--- src/rtl/type_pkg.sv ---
// Shared types for the load/store unit: bus widths, operation codes, FSM state
// and the captured memory-operation payload.
package type_pkg;

    localparam int unsigned XLEN     = 32;
    localparam int unsigned REG_AW   = 5;
    localparam int unsigned BE_W     = 4;
    localparam int unsigned OPCODE_W = 7;

    typedef logic [XLEN-1:0]     MemAddrBus;
    typedef logic [XLEN-1:0]     MemBus;
    typedef logic [XLEN-1:0]     RegBus;
    typedef logic [REG_AW-1:0]   RegAddrBus;
    typedef logic [OPCODE_W-1:0] OpcodeWide;
    typedef logic [BE_W-1:0]     ByteEn;

    localparam MemBus     ZeroWord = '0;
    localparam RegAddrBus ZeroReg  = '0;

    typedef enum logic [3:0] {
        EX_NOP, EX_ALU,
        EX_LB, EX_LH, EX_LW, EX_LBU, EX_LHU,
        EX_SB, EX_SH, EX_SW
    } ExCode;

    typedef enum logic [1:0] {LSU_IDLE, LSU_REQ, LSU_RESP} LsuState;

    typedef enum logic [1:0] {SZ_BYTE, SZ_HALF, SZ_WORD} LsuSize;

    // Everything about a memory op that must survive after issue
    typedef struct packed {
        logic      is_store;
        LsuSize    size;
        logic      sign_ext;
        logic [1:0] lane;
        logic      reg_we;
        RegAddrBus rd;
        MemAddrBus addr;
        ByteEn     be;
        MemBus     wdata;
    } LsuOp;

endpackage

--- src/rtl/lsu_load_align.sv ---
// Selects the addressed byte/halfword lane of a read word and sign- or
// zero-extends it to register width.
module lsu_load_align
    import type_pkg::*;
(
    input  MemBus      rdata,
    input  logic [1:0] lane,
    input  LsuSize     size,
    input  logic       sign_ext,
    output RegBus      data
);

    logic [7:0]  byte_sel;
    logic [15:0] half_sel;

    always_comb begin
        byte_sel = rdata[{lane, 3'b000} +: 8];
        half_sel = lane[1] ? rdata[31:16] : rdata[15:0];
        case (size)
            SZ_BYTE: data = {{24{sign_ext & byte_sel[7]}}, byte_sel};
            SZ_HALF: data = {{16{sign_ext & half_sel[15]}}, half_sel};
            default: data = rdata;
        endcase
    end

endmodule

--- src/rtl/mem_lsu.sv ---
// MEM-stage load/store unit: issues data-bus requests, stalls the pipeline
// until the access completes, and registers the MEM/WB writeback.
module mem_lsu
    import type_pkg::*;
(
    input  logic      clk,
    input  logic      rst,
    input  logic      valid_i,
    input  ExCode     ex_code_i,
    input  OpcodeWide opcode_i,
    input  MemAddrBus mem_raddr_i,
    input  MemAddrBus mem_waddr_i,
    input  MemBus     mem_wdata_i,
    input  logic      reg_we_i,
    input  RegAddrBus reg_waddr_i,
    input  RegBus     reg_wdata_i,
    output logic      dbus_req_o,
    output logic      dbus_we_o,
    output MemAddrBus dbus_addr_o,
    output ByteEn     dbus_be_o,
    output MemBus     dbus_wdata_o,
    input  logic      dbus_gnt_i,
    input  logic      dbus_rvalid_i,
    input  MemBus     dbus_rdata_i,
    output logic      stall_o,
    output logic      misalign_o,
    output logic      wb_we_o,
    output RegAddrBus wb_waddr_o,
    output RegBus     wb_wdata_o
);

    LsuState   state;
    LsuOp      op;
    LsuOp      new_op;
    logic      is_load;
    logic      is_store;
    logic      is_mem;
    logic      misaligned;
    logic      issue;
    MemAddrBus acc_addr;
    RegBus     load_data;
    logic      unused_opcode;

    assign unused_opcode = ^opcode_i;

    lsu_load_align u_align (
        .rdata    (dbus_rdata_i),
        .lane     (op.lane),
        .size     (op.size),
        .sign_ext (op.sign_ext),
        .data     (load_data)
    );

    // Decode the incoming slot and build the op that would be issued this cycle
    always_comb begin
        is_load         = 1'b0;
        is_store        = 1'b0;
        new_op          = '0;
        new_op.size     = SZ_WORD;
        case (ex_code_i)
            EX_LB:   begin is_load = 1'b1;  new_op.size = SZ_BYTE; new_op.sign_ext = 1'b1; end
            EX_LH:   begin is_load = 1'b1;  new_op.size = SZ_HALF; new_op.sign_ext = 1'b1; end
            EX_LW:   begin is_load = 1'b1;  new_op.size = SZ_WORD; end
            EX_LBU:  begin is_load = 1'b1;  new_op.size = SZ_BYTE; end
            EX_LHU:  begin is_load = 1'b1;  new_op.size = SZ_HALF; end
            EX_SB:   begin is_store = 1'b1; new_op.size = SZ_BYTE; end
            EX_SH:   begin is_store = 1'b1; new_op.size = SZ_HALF; end
            EX_SW:   begin is_store = 1'b1; new_op.size = SZ_WORD; end
            default: ;
        endcase
        acc_addr        = is_store ? mem_waddr_i : mem_raddr_i;
        is_mem          = is_load | is_store;
        misaligned      = ((new_op.size == SZ_HALF) && acc_addr[0]) ||
                          ((new_op.size == SZ_WORD) && (acc_addr[1:0] != 2'b00));
        issue           = !rst && (state == LSU_IDLE) && valid_i && is_mem && !misaligned;

        new_op.is_store = is_store;
        new_op.lane     = acc_addr[1:0];
        new_op.reg_we   = reg_we_i;
        new_op.rd       = reg_waddr_i;
        new_op.addr     = {acc_addr[31:2], 2'b00};
        case (new_op.size)
            SZ_BYTE: begin
                new_op.be    = ByteEn'(4'b0001) << acc_addr[1:0];
                new_op.wdata = {4{mem_wdata_i[7:0]}};
            end
            SZ_HALF: begin
                new_op.be    = ByteEn'(4'b0011) << acc_addr[1:0];
                new_op.wdata = {2{mem_wdata_i[15:0]}};
            end
            default: begin
                new_op.be    = 4'b1111;
                new_op.wdata = mem_wdata_i;
            end
        endcase
    end

    // Bus drive and stall: the request appears in the issue cycle, then is
    // replayed from the captured op until granted
    always_comb begin
        dbus_req_o   = 1'b0;
        dbus_we_o    = 1'b0;
        dbus_addr_o  = ZeroWord;
        dbus_be_o    = '0;
        dbus_wdata_o = ZeroWord;
        stall_o      = 1'b0;
        if (issue) begin
            dbus_req_o   = 1'b1;
            dbus_we_o    = new_op.is_store;
            dbus_addr_o  = new_op.addr;
            dbus_be_o    = new_op.be;
            dbus_wdata_o = new_op.wdata;
            stall_o      = !(new_op.is_store && dbus_gnt_i);
        end else if (!rst && state == LSU_REQ) begin
            dbus_req_o   = 1'b1;
            dbus_we_o    = op.is_store;
            dbus_addr_o  = op.addr;
            dbus_be_o    = op.be;
            dbus_wdata_o = op.wdata;
            stall_o      = !(op.is_store && dbus_gnt_i);
        end else if (!rst && state == LSU_RESP) begin
            stall_o      = !dbus_rvalid_i;
        end
    end

    always_ff @(posedge clk) begin
        if (rst) begin
            state      <= LSU_IDLE;
            op         <= '0;
            wb_we_o    <= 1'b0;
            wb_waddr_o <= ZeroReg;
            wb_wdata_o <= ZeroWord;
            misalign_o <= 1'b0;
        end else begin
            wb_we_o    <= 1'b0;
            misalign_o <= 1'b0;
            case (state)
                LSU_IDLE: begin
                    if (issue) begin
                        op <= new_op;
                        if (!dbus_gnt_i)
                            state <= LSU_REQ;
                        else if (!new_op.is_store)
                            state <= LSU_RESP;
                    end else if (valid_i && is_mem) begin
                        misalign_o <= 1'b1;
                    end else if (valid_i) begin
                        wb_we_o    <= reg_we_i && (reg_waddr_i != ZeroReg);
                        wb_waddr_o <= reg_waddr_i;
                        wb_wdata_o <= reg_wdata_i;
                    end
                end
                LSU_REQ: begin
                    if (dbus_gnt_i)
                        state <= op.is_store ? LSU_IDLE : LSU_RESP;
                end
                LSU_RESP: begin
                    if (dbus_rvalid_i) begin
                        state      <= LSU_IDLE;
                        wb_we_o    <= op.reg_we && (op.rd != ZeroReg);
                        wb_waddr_o <= op.rd;
                        wb_wdata_o <= load_data;
                    end
                end
                default: state <= LSU_IDLE;
            endcase
        end
    end

endmodule
--- config.mk ---
export PLATFORM = sky130hd
export DESIGN_NAME = mem_lsu
export DESIGN_NICKNAME = d
export VERILOG_FILES = /design/src/rtl/type_pkg.sv /design/src/rtl/lsu_load_align.sv /design/src/rtl/mem_lsu.sv
export SDC_FILE = /design/constraint.sdc
export NUM_CORES = 1
export LEC_CHECK = 0
export CELL_PAD_IN_SITES_DETAIL_PLACEMENT = 1
export CELL_PAD_IN_SITES_GLOBAL_PLACEMENT = 2
export CORE_AREA = 2 2 166 168
export CTS_BUF_LIST = sky130_fd_sc_hd__clkbuf_4
export CTS_CLUSTER_DIAMETER = 200
export DETAILED_ROUTE_END_ITERATION = 7
export DIE_AREA = 0 0 168 170
export MAX_ROUTING_LAYER = met4
export PLACE_DENSITY = 0.95
export RECOVER_POWER = 100
export SLEW_MARGIN = 20
export SYNTH_ARGS = -nofsm -noshare
export SYNTH_HDL_FRONTEND = slang
export SYNTH_SLANG_ARGS = --single-unit
--- constraint.sdc ---
create_clock -name clk -period 3.2 [get_ports clk]
set_input_delay 0.32 -clock clk [delete_from_list [all_inputs] [get_ports clk]]
set_output_delay 0.32 -clock clk [all_outputs]
set_load 0.01 [all_outputs]
Word level (Yosys, flattened, before mapping)
Cells that the tools add are included.
{ "word_totals": {"ff_bits": 119, "latch_bits": 0, "ramBits": 0, "rom_bits": 0, "input_bits": 182, "output_inout_bits": 110, "wordCells": 120, "mem_count": 0} }
{ "classes": {"n_addsub": 0, "n_mul": 0, "n_div": 0, "n_lt_le_gt_ge": 0, "eq_ne": 20, "shifts": 3, "muxes": 44, "n_bitwise": 4, "reduce_logical": 35} }
{ "ops": {"columns": ["operator", "n"], "rows": [
  ["$mux 32", 9],
  ["$pmux 32 s2", 2],
  ["$pmux 36 s2", 1],
  ["$shiftx 32x6->8", 1],
  ["$mux 5", 4],
  ["$eq 4x3->1 const B", 4],
  ["$mux 16", 1],
  ["$mux 1", 15],
  ["$logic_and 1x1->1", 13],
  ["$mux 2", 6],
  ["$ne 2x2->1 const B", 6],
  ["$reduce_or 3->1", 4],
  ["$pmux 5 s2", 1],
  ["$reduce_bool 5->1", 2],
  ["$eq 4x2->1 const B", 2],
  ["$eq 4x4->1 const B", 2],
  ["$mux 4", 2],
  ["$eq 2x1->1 const B", 3],
  ["$logic_not 2->1", 3],
  ["$pmux 2 s3", 1],
  ["$logic_not 1->1", 5],
  ["$reduce_and 5->1", 1],
  ["$reduce_or 5->1", 1],
  ["$eq 2x2->1 const B", 2],
  ["other kinds (13)", 15]
]} }

Longest topological paths before layout
Gate-level depths: netlist (run 1).
{ "depth": {"word_depth": 11, "mapped_depth": 10, "ltp_nobuf": 6} }

Cells and area by module
From an unflattened synthesis (run 1), not the netlist that was laid out.
{ "unflattened": {"hier_cells": 940, "area_unflattened_um2": 7255.7} }
{ "modules_own_cells": {"columns": ["module", "n_inst", "cells_each", "area_each_um2", "seq_area_each_um2"], "rows": [
  ["mem_lsu", 1, 817, 6550.0, 2382.3],
  ["lsu_load_align", 1, 123, 705.7, 0.0]
]} }

Worst setup path before layout (run 1)
OpenSTA, ideal clock, no wires.
{ "synth_path": {"kind": "in2out", "from": "input port ex_code_i[3]", "to": "output port dbus_addr_o[24]", "arrival_ns": 1.810, "required_ns": 2.880, "slack_ns": 1.070, "stages": 9, "path_buffers": 4, "cell_sequence": "buf_6 > nand4b_1 > o221ai_2 > a21o_1 > buf_4 > nand2_2 > buf_6 > buf_6 > o21ai_1"} }
{ "synth_via": {"elab_chain_cells": 10, "word_cells_on_any_way": 27, "classes_between": "eq/ne: 10; mux: 5; bitwise: 1; reduce/logical: 11"} }
{ "synth_rtl": {"columns": ["item", "line_no", "source"], "rows": [
  ["start: declaration", "mem_lsu.sv:9", "input ExCode ex_code_i,"],
  ["$eq 4x4->1 or $eq 4x3->1 (tied branches)", "mem_lsu.sv:60", "case (ex_code_i)"],
  ["$reduce_or 3->1 (no source line)", null, null],
  ["$mux 1", "mem_lsu.sv:60", null],
  ["$mux 32", "mem_lsu.sv:71", "acc_addr = is_store ? mem_waddr_i : mem_raddr_i;"],
  ["$reduce_bool 2->1", "mem_lsu.sv:74", "((new_op.size == SZ_WORD) && (acc_addr[1:0] != 2'b00));"],
  ["$logic_and 1x1->1", "mem_lsu.sv:74", null],
  ["$logic_or 1x1->1", "mem_lsu.sv:73", "misaligned = ((new_op.size == SZ_HALF) && acc_addr[0]) ||"],
  ["$logic_not 1->1", "mem_lsu.sv:75", "issue = !rst && (state == LSU_IDLE) && valid_i && is_mem && !misaligned;"],
  ["$logic_and 1x1->1", "mem_lsu.sv:75", null],
  ["$mux 32 *", "mem_lsu.sv:107", "if (issue) begin"],
  ["end: declaration", "mem_lsu.sv:19", "output MemAddrBus dbus_addr_o,"]
]} }
Every way passes the cells marked *; elsewhere a longest branch is shown, timed or not.

Worst setup path after layout (run 1)
{ "layout_path": {"from": "input port mem_raddr_i[0]", "to": "output port dbus_wdata_o[31]"} }
{ "layout_via": {"elab_chain_cells": 7, "word_cells_on_any_way": 8, "classes_between": "mux: 2; reduce/logical: 6"} }
{ "layout_rtl": {"columns": ["item", "line_no", "source"], "rows": [
  ["start: declaration", "mem_lsu.sv:11", "input MemAddrBus mem_raddr_i,"],
  ["$mux 32 *", "mem_lsu.sv:71", null],
  ["$reduce_bool 2->1", "mem_lsu.sv:74", null],
  ["$logic_and 1x1->1", "mem_lsu.sv:74", null],
  ["$logic_or 1x1->1 *", "mem_lsu.sv:73", null],
  ["$logic_not 1->1 *", "mem_lsu.sv:75", null],
  ["$logic_and 1x1->1 *", "mem_lsu.sv:75", null],
  ["$mux 32 *", "mem_lsu.sv:107", null],
  ["end: declaration", "mem_lsu.sv:21", "output MemBus dbus_wdata_o,"]
]} }
Marks and branches as above.

==> results of run 1 <==
cells in the final DEF, fill, tap and decap left out, drive strengths merged, types with 4 or more instances in the layout:
master         synthesis  routed
nand2                166     166
a211oi                47      47
nor2                  29      29
inv                   14      21
clkbuf                43      18
dlymetal6s2s           0       4
a221oi                24      24
nand3                 19      19
or4                    3       4
mux2i                 50      50
a211o                  8       8
dlygate4sd3            0       4
o22a                   7       7
a311oi                12      12
nor2b                 15      15
buf                   51      74
dfxtp                119     119
nand2b                12      12
o221ai                19      19
nor3                  14      14
clkinvlp               0       4
a21oi                 77      77
clkdlybuf4s50          0     270
a22oi                  9       9
o21ai                121     121
area by class of cell:
type | instances | area, µm²
Fill cell | 3177 | 16000
Multi-Input combinational cell | 667 | 4030
Antenna cell | 1 | 2.50
Tap cell | 341 | 427
Clock buffer | 18 | 135
Timing Repair Buffer | 355 | 3460
Sequential cell | 119 | 2380
Inverter | 14 | 52.6
Clock inverter | 14 | 141
stage by stage:
stage                     utilization  setup TNS, ps  cells
after floorplan                     -              0    893
after global placement          0.385          -1840   1491
after detailed placement        0.385          -5150   1491
after CTS                       0.397              0   1525
after global routing            0.399          -8.19   1529
final                           0.399              0   1529
power by group through the flow:
stage	Clock [mW]	Sequential, mW	Combinational, mW
detailed placement	0	1.65	1.06
finish	1.14	1.61	1.07
global route	1.25	1.63	1.16
CTS	1.18	1.61	1.07
floorplan	0	1.66	0.472
global placement	0	1.64	1.04
sequential cells by signal, indices dropped and copies added, names as in the netlist:
signal	cells
op	78
state	2
wb_we_o	1
wb_wdata_o	32
misalign_o	1
wb_waddr_o	5
synth_stat cells, drive strengths merged, types with 2 or more instances:
cell | instances | area (µm²)
nand2b | 12 | 75.1
a311oi | 12 | 105
inv | 14 | 52.6
nand3 | 19 | 95.1
buf | 51 | 353
nand2 | 166 | 626
a31oi | 3 | 18.8
nor2b | 15 | 93.8
dfxtp | 119 | 2380
mux2i | 50 | 500
o22a | 7 | 61.3
o22ai | 2 | 18.8
clkbuf | 43 | 165
nor4 | 3 | 25.0
nor2 | 29 | 124
a211oi | 47 | 353
or4 | 3 | 26.3
o21ai | 121 | 609
a21o | 2 | 15.0
a21oi | 77 | 389
nor3b | 2 | 15.0
o21a | 2 | 15.0
a221oi | 24 | 210
o2111ai | 3 | 26.3
nor3 | 14 | 81.3
o31ai | 2 | 15.0
a22oi | 9 | 67.6
a211o | 8 | 70.1
and2 | 2 | 12.5
o221ai | 19 | 179
critical path, delay by kind of cell:
family	cells	cell delay, ps
AOI/OAI and AO/OA	4	820
buffers and inverters	4	1410
and+or+nand+nor	2	200
timing repair:
action                     4_1_cts  5_1_grt
setup buffers                    2        2
resized for setup                8        8
gates cloned                     0        1
setup endpoints to repair       60       56
pin swaps                        2        1
path summary, 6_finish.rpt:
kind,from,to,slack (ps),depth (start not counted)
hold reg to reg,wb_wdata_o[19],wb_wdata_o[19],480,2
hold / removal,rst,op[3],140,2
setup reg to reg,op[77],wb_wdata_o[10],750,6
setup / recovery,mem_raddr_i[0],dbus_wdata_o[31],120,10
logic make-up after synthesis:
kind of cell | after synthesis | share of synthesized area
AO/OA/AOI/OAI | 342 | 0.319
AND/OR/NAND/NOR | 271 | 0.178
flip-flops | 119 | 0.345
buffers and inverters | 108 | 0.0827
multiplexers | 50 | 0.0726
XOR/XNOR | 1 | 0.00236
other | 1 | 0.000544
metal layers:
layer,GRT usage,share of wire,vias to the layer above
li1,-,-,3815
met5,-,0,-
met4,0.0597,0.022,0
met2,0.338,0.47,286
met1,0.258,0.45,3791
met3,0.0405,0.058,39
==> results.md, run 1 <==
* Initial Util at 0.259
* CP max FO at 9
* Worst min path class: in -> reg
* Fin. max-slew vios at 0
* Initial DRC count at 488
* Cell Int Power at 2.52 mW
* Critical path's slowest cell: clkdlybuf4s50_1
* Syn avg cell area at 7.73 µm²
* Die width at 168 µm
* Status: completed
* Hold Buf Count CTS at 0
* Seq cells post-synth at 119
* Vias per Instance at 5.19
* Clk Latency, worst-skew pair at 540 ps
* Design Power at 3.83 mW
* Critical path endpoint category: output port
* Layout cells sized above 1 at 0.112
* Global placement routability congestion at 0.835
* Grt ovf at 0
* Worst setup margin at 117 ps
* Post-synth ARST share at 0
* Core Region at 0.0267 mm²
* Register share of total power at 0.421
* RSZ-0062 raised after global routing: yes
* GRT Total Usage at 0.206
* Arrival time worst endpoint at 2760 ps
* Power Density at 360 mW/mm²
* Prevailing post-synth register cell: dfxtp_1
* CTS root buf: clkbuf_4
* Layout net count at 1,356
* Data required, critical path at 2880 ps
* # H-tree levels at 4
* DP Worst Slack at -194 ps
* Hold Worst Slack at 142 ps
* Drt drc at 0
* TritonRoute pass-1 iters at 5
* Post-DR wirelength/cell at 19.4 µm
* Routed Antenna Nets at 0
* I/O Buffers at 282
* Number of buffers created by CTS at 17
* Number of global-route vias before repair at 8,218
* Placed Instance Area at 0.0103 mm²
* DP HPWL at 21.4 mm
* Net load switching power at 1.31 mW
* Critical Path Start Type: primary input
* WL final at 29.6 mm
* Clock buffer depth at 2
* Std-Cell Rows at 60
* Critical Path Max Stage Delay at 530 ps
* Peak supply drop at 0.207 mV
* Max Cap Viol at 0
* CTS tree: done
* Mapped Area at 0.00690 mm²
* Clk slew on worst S/H paths at 150 ps
* Clock Power Share at 0.298
* Syn Inst Count at 892
* Post-synth EDFFs at 0
* Initial antenna violation count at 1
* Worst slew margin at 0.523
* Die area at 0.0286 mm²
* First-pass GRT wire length at 45.2 mm
* Combinational fraction of design power at 0.280
* Largest net degree at the start of global routing at 69
* Design area at 0.0106 mm²
* Clock sink count at 119
* Via count at 7,931
* Sequential share of the synthesized area at 0.345
* Final setup skew at 26.8 ps
* Netlist cell types at 57
* I/O Pins at 292
* Setup violators final at 0
* Final Cycle Share at 0.963
* Layout area overhead at 54.2%
* Final Critical Period at 3080 ps
* Static Leak at 3.89 nW
* Chip Height at 170 µm
* CP Cell Sequence: clkdlybuf4s50_1 > nor2b_1 > o21ai_0 > o221ai_2 > buf_4 > a21oi_4 > buf_4 > a211o_1 > nand2_1 > clkdlybuf4s50_1
* Sw frac at 0.341
* Hold Fails Final Rpt at 0
* Fmax at 324 MHz
* Worst setup path class: in -> out
* Yosys warns at 0
* Worst-Margin Slew at 716 ps
Note: power is estimated with default switching activity, not from simulation.
==> run 2: changes to the inputs <==
- CELL_PAD_IN_SITES_GLOBAL_PLACEMENT: 2 -> 1
- CORE_AREA: 2 2 166 168 -> 2 2 148 150
- DIE_AREA: 0 0 168 170 -> 0 0 150 152
- SKIP_LAST_GASP: not set -> 1
==> results.md, run 2 (synthesis gave the netlist of run 1 again) <==
* Largest net degree at the start of global routing at 68 (-1.4%)
* Post-DR wirelength/cell at 20.1 µm (+3.5%)
* DP Worst Slack at -173 ps (+21.4 ps)
* Core Region at 0.0214 mm² (-20%)
* DP Cell Count at 1,426 (-4.4%)
* Most frequent cells in the layout: clkdlybuf4s50_1 (225), nand2_1 (165), dfxtp_1 (119)
* CP max FO at 18 (+9)
* Chip Height at 152 µm (-11%)
* Routed Antenna Nets at 0 (unchanged)
* Die area at 0.0228 mm² (-20%)
* CTS tree: done
* Peak supply drop at 0.193 mV (-7.0%)
* Hold Fails Final Rpt at 0 (unchanged)
* Arrival time worst endpoint at 2890 ps (+130 ps)
* Final Core Density at 0.502 (+0.102)
* Most common cell after layout, fill and taps aside: clkdlybuf4s50_1
* Worst setup margin at -7.65 ps (-125 ps)
* Worst-Margin Slew at 913 ps (+197 ps)
* Number of global-route vias before repair at 8,699 (+5.9%)
* Fillcell total at 2,535 (-20%)
* DP HPWL at 21.4 mm (+0.21%)
* Clk slew on worst S/H paths at 140 ps (about the same)
* Critical path's slowest cell: clkdlybuf4s50_1
* Initial DRC count at 375 (-23%)
* GRT Total Usage at 0.256 (+0.0502)
* Std-Cell Rows at 54 (-10%)
* # H-tree levels at 4 (unchanged)
* Final Non-Filler Cells at 1,472 (-3.7%)
* Data required, critical path at 2880 ps (about the same)
* First-pass GRT wire length at 45.3 mm (+0.40%)
* Number of buffers created by CTS at 17 (unchanged)
* Grt ovf at 0 (unchanged)
* Via count at 8,225 (+3.7%)
* I/O Buffers at 282 (unchanged)
* Setup violators final at 1 (+1)
* Layout cells sized above 1 at 0.120 (+0.00802)
* Final Critical Period at 3210 ps (+125 ps)
* Drt drc at 5 (+5)
* Static Leak at 4.62 nW (+19%)
* Status: complete, but fails checks
* Max FFs per register at 78 (unchanged)
* Initial antenna violation count at 1 (unchanged)
* Final setup skew at 28.7 ps (+1.94 ps)
* Vias per Instance at 5.59 (+7.7%)
* Initial Util at 0.323 (+0.0643)
* I/O Pins at 292 (unchanged)
* Clock buffer depth at 2 (unchanged)
* Crit path buf inv count at 5 (+1)
* Global placement routability congestion at 0.898 (+7.6%)
* WL final at 29.5 mm (-0.34%)
* Max Cap Viol at 0 (unchanged)
* Critical Path Start Type: primary input
* Layout area overhead at 55.3%
* Clock sink count at 119 (unchanged)
* Fin. max-slew vios at 0 (unchanged)
* Layout net count at 1,360 (+0.29%)
* Violated checks: design-rule violations, negative setup slack
* Die width at 150 µm (-11%)
* Fmax at 312 MHz (-3.9%)
* Register name with the most flops: op
* RSZ-0062 raised after global routing: yes
* Final Cycle Share at 1.00 (+0.0390)
* Setup TNS at -7.65 ps (-7.65 ps)
* Top Registers: op x78, wb_wdata_o x32, wb_waddr_o x5
* TritonRoute pass-1 iters at 7 (+2)
* Clk Latency, worst-skew pair at 530 ps (about the same)
* Critical Path Max Stage Delay at 580 ps (+50 ps)
* Worst setup path class: in -> out
* Worst min path class: in -> reg
* Critical path endpoint category: output port
* CP Cell Sequence: clkdlybuf4s50_1 > buf_6 > nand4b_1 > o221ai_4 > a21o_2 > nand2_2 > buf_12 > buf_12 > o21ai_1 > clkdlybuf4s50_1
* Worst slew margin at 0.391 (-0.131)
* CTS root buf: clkbuf_4
* Power Density at 362 mW/mm² (+0.52%)
* Crit path max-delay family: buffers and inverters
-- run 2: path summary, 6_finish.rpt --
check	startpoint	to	slack [ps]	cells past startpoint
worst min-delay path	rst	wb_waddr_o[1]	110	2
worst max-delay path	ex_code_i[3]	dbus_addr_o[9]	-8	10
worst min register to register	wb_wdata_o[7]	wb_wdata_o[7]	480	2
worst max register to register	state[1]	wb_wdata_o[27]	780	7
-- run 2: area by class of cell --
class,count,area (µm²),share of cell area
timing repair buffer,360,3560,0.333
sequential,119,2380,0.222
clock buffer,17,128,0.0119
multi-input combinational,666,4070,0.380
antenna,1,2.50,0.000234
tap,280,350,0.0327
inverter,14,52.6,0.00491
clock inverter,15,165,0.0154
-- run 2: layer usage --
metal | vias up | routed length, µm | GRT usage
li1 | 3825 | - | -
met1 | 3992 | 12200 | 0.298
met2 | 351 | 14400 | 0.434
met3 | 57 | 1990 | 0.0498
met4 | 0 | 885 | 0.0970
met5 | - | 0 | -
-- run 2: power by group --
group | switching (mW) | internal [mW] | leakage, nW
clock | 0.697 | 0.480 | 0.153
combinational | 0.542 | 0.540 | 3.50
sequential | 0.0495 | 1.57 | 0.969
-- run 2: timing repair --
action                                  CTS  global route
hold buffers                              0             0
buffers inserted                          2            11
pin swaps                                 1             7
gates resized for setup                  15            66
endpoints found under the setup margin   69            58
-- run 2: per-stage QoR --
stage                     area [µm²]  total power [mW]  hold slack, ps
after floorplan                 6900              2.13             399
after global placement         10100              2.66             445
after detailed placement       10100              2.69             467
after CTS                      10400              3.88            58.7
after global routing           10700              4.08            80.1
final                          10700              3.88             115
-- run 2: worst register-to-register path: stages, from the launching register on --
cell and delay [ps]:
dfxtp_1 400, clkbuf_1 700, nand2_1 240, a21o_1 240, buf_4 160, nor3_4 150
buf_4 250, a221oi_1 120
